[src/rtl/way_select_pipe.sv]
// way_select_pipe: picks one way's field from a flat per-way bus into a 2-entry in-order skid
// buffer with valid/ready on both sides. Define WAY_SELECT_PARITY_EN to add per-entry out_par.
module way_select_pipe #(
  parameter int unsigned DATA_W   = 3,
  parameter int unsigned NUM_WAYS = 8,
  parameter int unsigned SEL_W    = 3
) (
  input  logic                       clk,
  input  logic                       reset_n,
  input  logic                       in_valid,
  output logic                       in_ready,
  input  logic [NUM_WAYS*DATA_W-1:0] in_data,
  input  logic [SEL_W-1:0]           in_sel,
  output logic                       out_valid,
  input  logic                       out_ready,
  output logic [DATA_W-1:0]          out_data,
  output logic [SEL_W-1:0]           out_sel,
`ifdef WAY_SELECT_PARITY_EN
  output logic                       out_par,
`endif
  output logic                       out_err
);

  localparam int unsigned SelLsb = DATA_W;
  localparam int unsigned ErrBit = DATA_W + SEL_W;
`ifdef WAY_SELECT_PARITY_EN
  localparam int unsigned ParBit = ErrBit + 1;
  localparam int unsigned EntW   = ErrBit + 2;
`else
  localparam int unsigned EntW   = ErrBit + 1;
`endif

  typedef enum logic [1:0] {StEmpty, StOne, StFull} state_e;

  state_e          state_q, state_d;
  logic [EntW-1:0] head_q, head_d;
  logic [EntW-1:0] tail_q, tail_d;
  logic [EntW-1:0] new_ent;
  logic [DATA_W-1:0] sel_data;
  logic            sel_err;
  logic            accept;
  logic            pop;

  // Out-of-range selects match no way, so they fall through to zero data.
  always_comb begin
    sel_data = '0;
    for (int unsigned i = 0; i < NUM_WAYS; i++) begin
      if (in_sel == SEL_W'(i)) begin
        sel_data = in_data[i*DATA_W +: DATA_W];
      end
    end
  end

  assign sel_err = (32'(in_sel) >= NUM_WAYS);

`ifdef WAY_SELECT_PARITY_EN
  assign new_ent = {^sel_data, sel_err, in_sel, sel_data};
`else
  assign new_ent = {sel_err, in_sel, sel_data};
`endif

  // in_ready depends only on registered state, so out_ready never reaches it.
  assign in_ready  = reset_n && (state_q != StFull);
  assign out_valid = (state_q != StEmpty);
  assign accept    = in_valid && in_ready;
  assign pop       = out_valid && out_ready;

  always_comb begin
    state_d = state_q;
    head_d  = head_q;
    tail_d  = tail_q;
    unique case (state_q)
      StEmpty: begin
        if (accept) begin
          head_d  = new_ent;
          state_d = StOne;
        end
      end
      StOne: begin
        if (accept && pop) begin
          head_d = new_ent;
        end else if (accept) begin
          tail_d  = new_ent;
          state_d = StFull;
        end else if (pop) begin
          state_d = StEmpty;
        end
      end
      StFull: begin
        if (pop) begin
          head_d  = tail_q;
          state_d = StOne;
        end
      end
      default: state_d = StEmpty;
    endcase
  end

  always_ff @(posedge clk) begin
    if (!reset_n) begin
      state_q <= StEmpty;
      head_q  <= '0;
      tail_q  <= '0;
    end else begin
      state_q <= state_d;
      head_q  <= head_d;
      tail_q  <= tail_d;
    end
  end

  assign out_data = head_q[DATA_W-1:0];
  assign out_sel  = head_q[SelLsb +: SEL_W];
  assign out_err  = head_q[ErrBit];
`ifdef WAY_SELECT_PARITY_EN
  assign out_par  = head_q[ParBit];
`endif

endmodule

[config.mk]
export PLATFORM = sky130hd
export DESIGN_NAME = way_select_pipe
export DESIGN_NICKNAME = d
export VERILOG_FILES = /design/src/rtl/way_select_pipe.sv
export SDC_FILE = /design/constraint.sdc
export NUM_CORES = 1
export LEC_CHECK = 0
export CAP_MARGIN = 20
export CORE_MARGIN = 1.5
export CORE_UTILIZATION = 40
export DETAILED_ROUTE_END_ITERATION = 6
export PLACE_DENSITY = 0.72
export SLEW_MARGIN = 30
export SYNTH_ARGS = -nofsm -noshare
export SYNTH_HDL_FRONTEND = slang
export SYNTH_SLANG_ARGS = --single-unit
[constraint.sdc]
create_clock -name clk -period 3.2 [get_ports clk]
set_clock_uncertainty 0.15 [all_clocks]
set_input_delay 0.64 -clock clk [delete_from_list [all_inputs] [get_ports clk]]
set_output_delay 0.64 -clock clk [all_outputs]
set_load 0.01 [all_outputs]
== Yosys cells after proc, flatten, opt, wreduce, memory -nomap -nowiden ==
Cells that the tools add are included.
Word-level totals
  bits in registers: 15
  output and inout port bits: 9
Cells by class
  eq/ne operators: 15
  mux-type cells: 18
  bitwise operators: 1
  reductions and logical operators: 11
Operator list (number)
  2-to-1 mux 3 bit: 8
  2-to-1 mux 7 bit: 3
  one-hot mux 7 bit (3 select lines): 1
  equality test 3 bit (second input constant): 4
  2-to-1 mux 2 bit: 5
  inequality test 2 bit (second input constant): 5
  AND reduction 4 bit: 2
  equality test 3 x 2 -> 1 bit (second input constant): 2
  one-hot mux 2 bit (3 select lines): 1
  logical AND 1 bit: 4
  equality test 3 x 1 -> 1 bit (second input constant): 1
  zero test 3 bit: 1
  inequality test 3 bit (second input constant): 1
  AND reduction 3 bit: 1
  nonzero test 3 bit: 1
  equality test 2 x 1 -> 1 bit (second input constant): 1
  equality test 2 bit (second input constant): 1
  zero test 2 bit: 1
  nonzero test 2 bit: 1
  inverter 1 bit: 1

== Longest topological paths before layout ==
  word-level depth: 11
  depth in mapped cells: 6
  mapped depth without buffers: 5

== Least setup slack after synthesis ==
No wires, ideal clock.
  kind: in2reg
  start point: input port in_sel[0]
  end point: register head_q[2]
  library setup time: 0.119 ns
  arrival time: 1.628 ns
  slack: 1.303 ns
  stages: 6
  path buffers: 1
  path through: buf_6 mux4_2 nand2b_4 nand2_1 a2bb2oi_2 a21oi_1
Between the ends
  word-level cells in the longest chain between the ends: 11
Ends and longest elaborated chain
  start: declaration: RTL line 13  | input logic [SEL_W-1:0] in_sel,
  zero test 3 bit: RTL line 48  | if (in_sel == SEL_W'(i)) begin
  2-to-1 mux 3 bit (7 in series): RTL line 48
  2-to-1 mux 3 bit *: RTL line 48
  2-to-1 mux 7 bit, on equally long branches: RTL line 80, 74
  one-hot mux 7 bit (3 select lines) *: RTL line 72  | unique case (state_q)
  end signal: assignment: RTL line 102  | head_q <= '0;
  end signal: assignment: RTL line 106  | head_q <= head_d;
  end: declaration: RTL line 36  | logic [EntW-1:0] head_q, head_d;
Mark *: on every way between the ends. The rest lies on a longest branch, timed or not. The select of a mux whose other input is x is not followed.
A chain may end at the register's enable or synchronous reset.

== Final worst setup path ==
  start point: input port reset_n
  end point: output port in_ready
Between the ends
  word-level cells in the longest chain between the ends: 1
Ends and longest elaborated chain
  start: declaration: RTL line 9  | input logic reset_n,
  logical AND 1 bit: RTL line 63  | assign in_ready = reset_n && (state_q != StFull);
  end: declaration: RTL line 11  | output logic in_ready,
Every way passes these cells.

==> results_dict.tcl <==
set metrics [dict create \
    outcome "complete, no violations" \
    rows 17 \
    powerDensity_nw_per_um2 335 \
    clock-sinks 14 \
    layoutNonFillerInstCount 163 \
    tightestPinTransition_ns 0.577 \
    critical_path_class "in -> out" \
    path_buf_inv 3 \
    drv_slew 0 \
    max_freq_ghz 0.368 \
    syn_area_per_cell_sq_um 9.31 \
    viasPerCell 5.34 \
    grt_usage_pct 17.9 \
    antenna_found_initial 0 \
    max_stage_delay_ns 0.57 \
    syn_nets 131 \
    whs_ns 0.342 \
    area_growth_pct 42.3 \
    synth_common_cells "dfxtp_1 (14), nor2_1 (14), nand2_1 (11), mux2i_1 (9), a21oi_1 (5)" \
    drt_iter0_drc 7 \
    crit_fanout 6 \
    crit_path_frequent_cell "clkdlybuf4s50_1" \
    cp_slowest_cell "clkdlybuf4s50_1" \
    layout_setup_ws_ns 0.479 \
    clk_latency_ns 0.28 \
    netlist_instances 100 \
    drive_gt1_share_pct 14.1 \
    synthesis.area_sq_um 931 \
    ant_nets 0 \
    synth_seq_cells 14 \
    cts_root_buffer "clkbuf_4" \
    dp_slack_ns 0.486 \
    coreArea_sq_um 2210 \
    synth_area_leaders "dfxtp_1 (30%), mux2i_1 (9.7%), mux4_2 (9.7%)" \
    yosysWarnings 0 \
    crit_chain "clkdlybuf4s50_1 > inv_1 > nor2_1 > clkdlybuf4s50_1" \
    cts_tree "built" \
    cts_setup_buffers 0 \
    drc 0 \
    ys.flop_type "dfxtp_1" \
    first_global_vias 837 \
    gp_congestion 0.732 \
    worstPathArrival_ns 1.93 \
    tns_ns 0 \
    drv_cap 0 \
    min_period_over_period_pct 85.0 \
    path_clk_slew_ns 0.08 \
    p_leak_nw 0.506 \
    rsz0062_at_grt "false" \
    post_drt_wl_per_cell_microns 12.8 \
    dp.cells 159 \
    synth_cell_types 33 \
    num_vias 870 \
    irDropWorstVdd_mv 0.171 \
    cts_buffers 3 \
    cp-start-kind "primary input" \
    cts_hold_buf 0 \
    synth_edf_count 0 \
    fin_crit_ns 2.72 \
    hold_path.class "reg -> reg" \
    port_buffers 38 \
    grt_pass1_wl_microns 3500 \
    design_area_sq_um 1330 \
    finalNetCount 167 \
    grt_start_max_net_pins 13 \
    finalHoldViolations 0 \
    multi_input_area_sq_um 582 \
    dpl.hpwl_microns 1640 \
    clock_path_buffers 2 \
    synth_seq_area_share_pct 30.1 \
    async_reset_ff_share_pct 0 \
    first_pass_iters 2 \
    ff_latch_area_sq_um 280 \
    htreeDepth 1 \
    start_util_pct 42.1 \
    r2r_slack_ns 1.64 \
    netlist.top_cell.by_area "dfxtp_1" \
    cts_resized 0 \
    crit_required_ns 2.41 \
    dieArea_sq_um 2630 \
    yosysTopAreaCellShare_pct 30.1 \
    wl_microns 2080 \
    place_area_sq_um 1290 \
    io_pins 40 \
    diodes 0 \
    gr-total-overflow 0 \
    die_w_microns 51.2 \
    cp-end-kind "output pin" \
    slew_headroom_pct 61.4 \
    die_h_microns 51.2 \
    crit_family "buffers and inverters" \
    fill_cells 207 \
    setup_violations 0 \
]
## metrics by stage
stage                     power [W]  util (%)
after floorplan            0.000262         -
after global placement     0.000318      58.3
after detailed placement   0.000321      58.3
after CTS                  0.000448      59.9
after global routing       0.000464      59.9
final                      0.000444      59.9
## worst paths after layout
| kind | startpoint | end | cells past startpoint |
|---|---|---|---|
| hold reg to reg | tail_q[4] | head_q[4] | 2 |
| setup / recovery | reset_n | in_ready | 4 |
| setup reg to reg | state_q[0] | head_q[0] | 5 |
| hold / removal | tail_q[4] | head_q[4] | 2 |
## state kept, by name (all words and copies together) (netlist names)
signal / flops
state_q: 2
head_q: 6
tail_q: 6
## layout by cell type, fill, tap and decap left out, types with 2 or more instances in the layout
cell type,n
nand2b_1,2
dfxtp_1,14
nand2b_4,2
a22oi_1,2
nand3b_1,3
a22o_1,2
o21ai_0,4
mux4_2,4
a2bb2oi_2,2
clkdlybuf4s50_1,38
a21oi_1,5
clkbuf_4,3
nor2_1,14
a311oi_1,3
nand2_1,11
mux2i_1,9
## cells by family after synthesis
kind of cell / synth area share, %
other: 0.403
DFF: 30.1
muxes: 19.4
buffers and inverters: 7.39
and+or+nand+nor: 23.8
AOI/OAI and AO/OA: 19.0
## tightest hold or removal path: stages (launching register included)
cell and delay, ns:
dfxtp_1 0.32, nand2_1 0.05, a311oi_1 0.08
## layout make-up
type                            instances  share of cell area, %
Clock buffer                            4                   2.74
Multi-Input combinational cell         77                   43.9
Timing Repair Buffer                   39                   29.3
Sequential cell                        14                   21.2
Tap cell                               28                   2.64
Inverter                                1                  0.283
## where the power goes
part           internal, W  switching [W]  leakage, nW  total, W
Combinational    0.0000810      0.0000472        0.370  0.000128
Clock            0.0000693      0.0000579       0.0210  0.000127
Sequential        0.000183     0.00000573        0.114  0.000189
Total             0.000333       0.000111        0.506  0.000444
## routing by layer
metal  global-route usage, %  vias to the layer above  routed length (microns)
met3                    2.05                        4                      140
met2                    34.0                       41                     1010
met4                    7.89                        0                       25
met5                       0                        -                        0
li1                        -                      430                        -
met1                    19.8                      395                      907
Note: power is estimated with default switching activity, not from simulation.
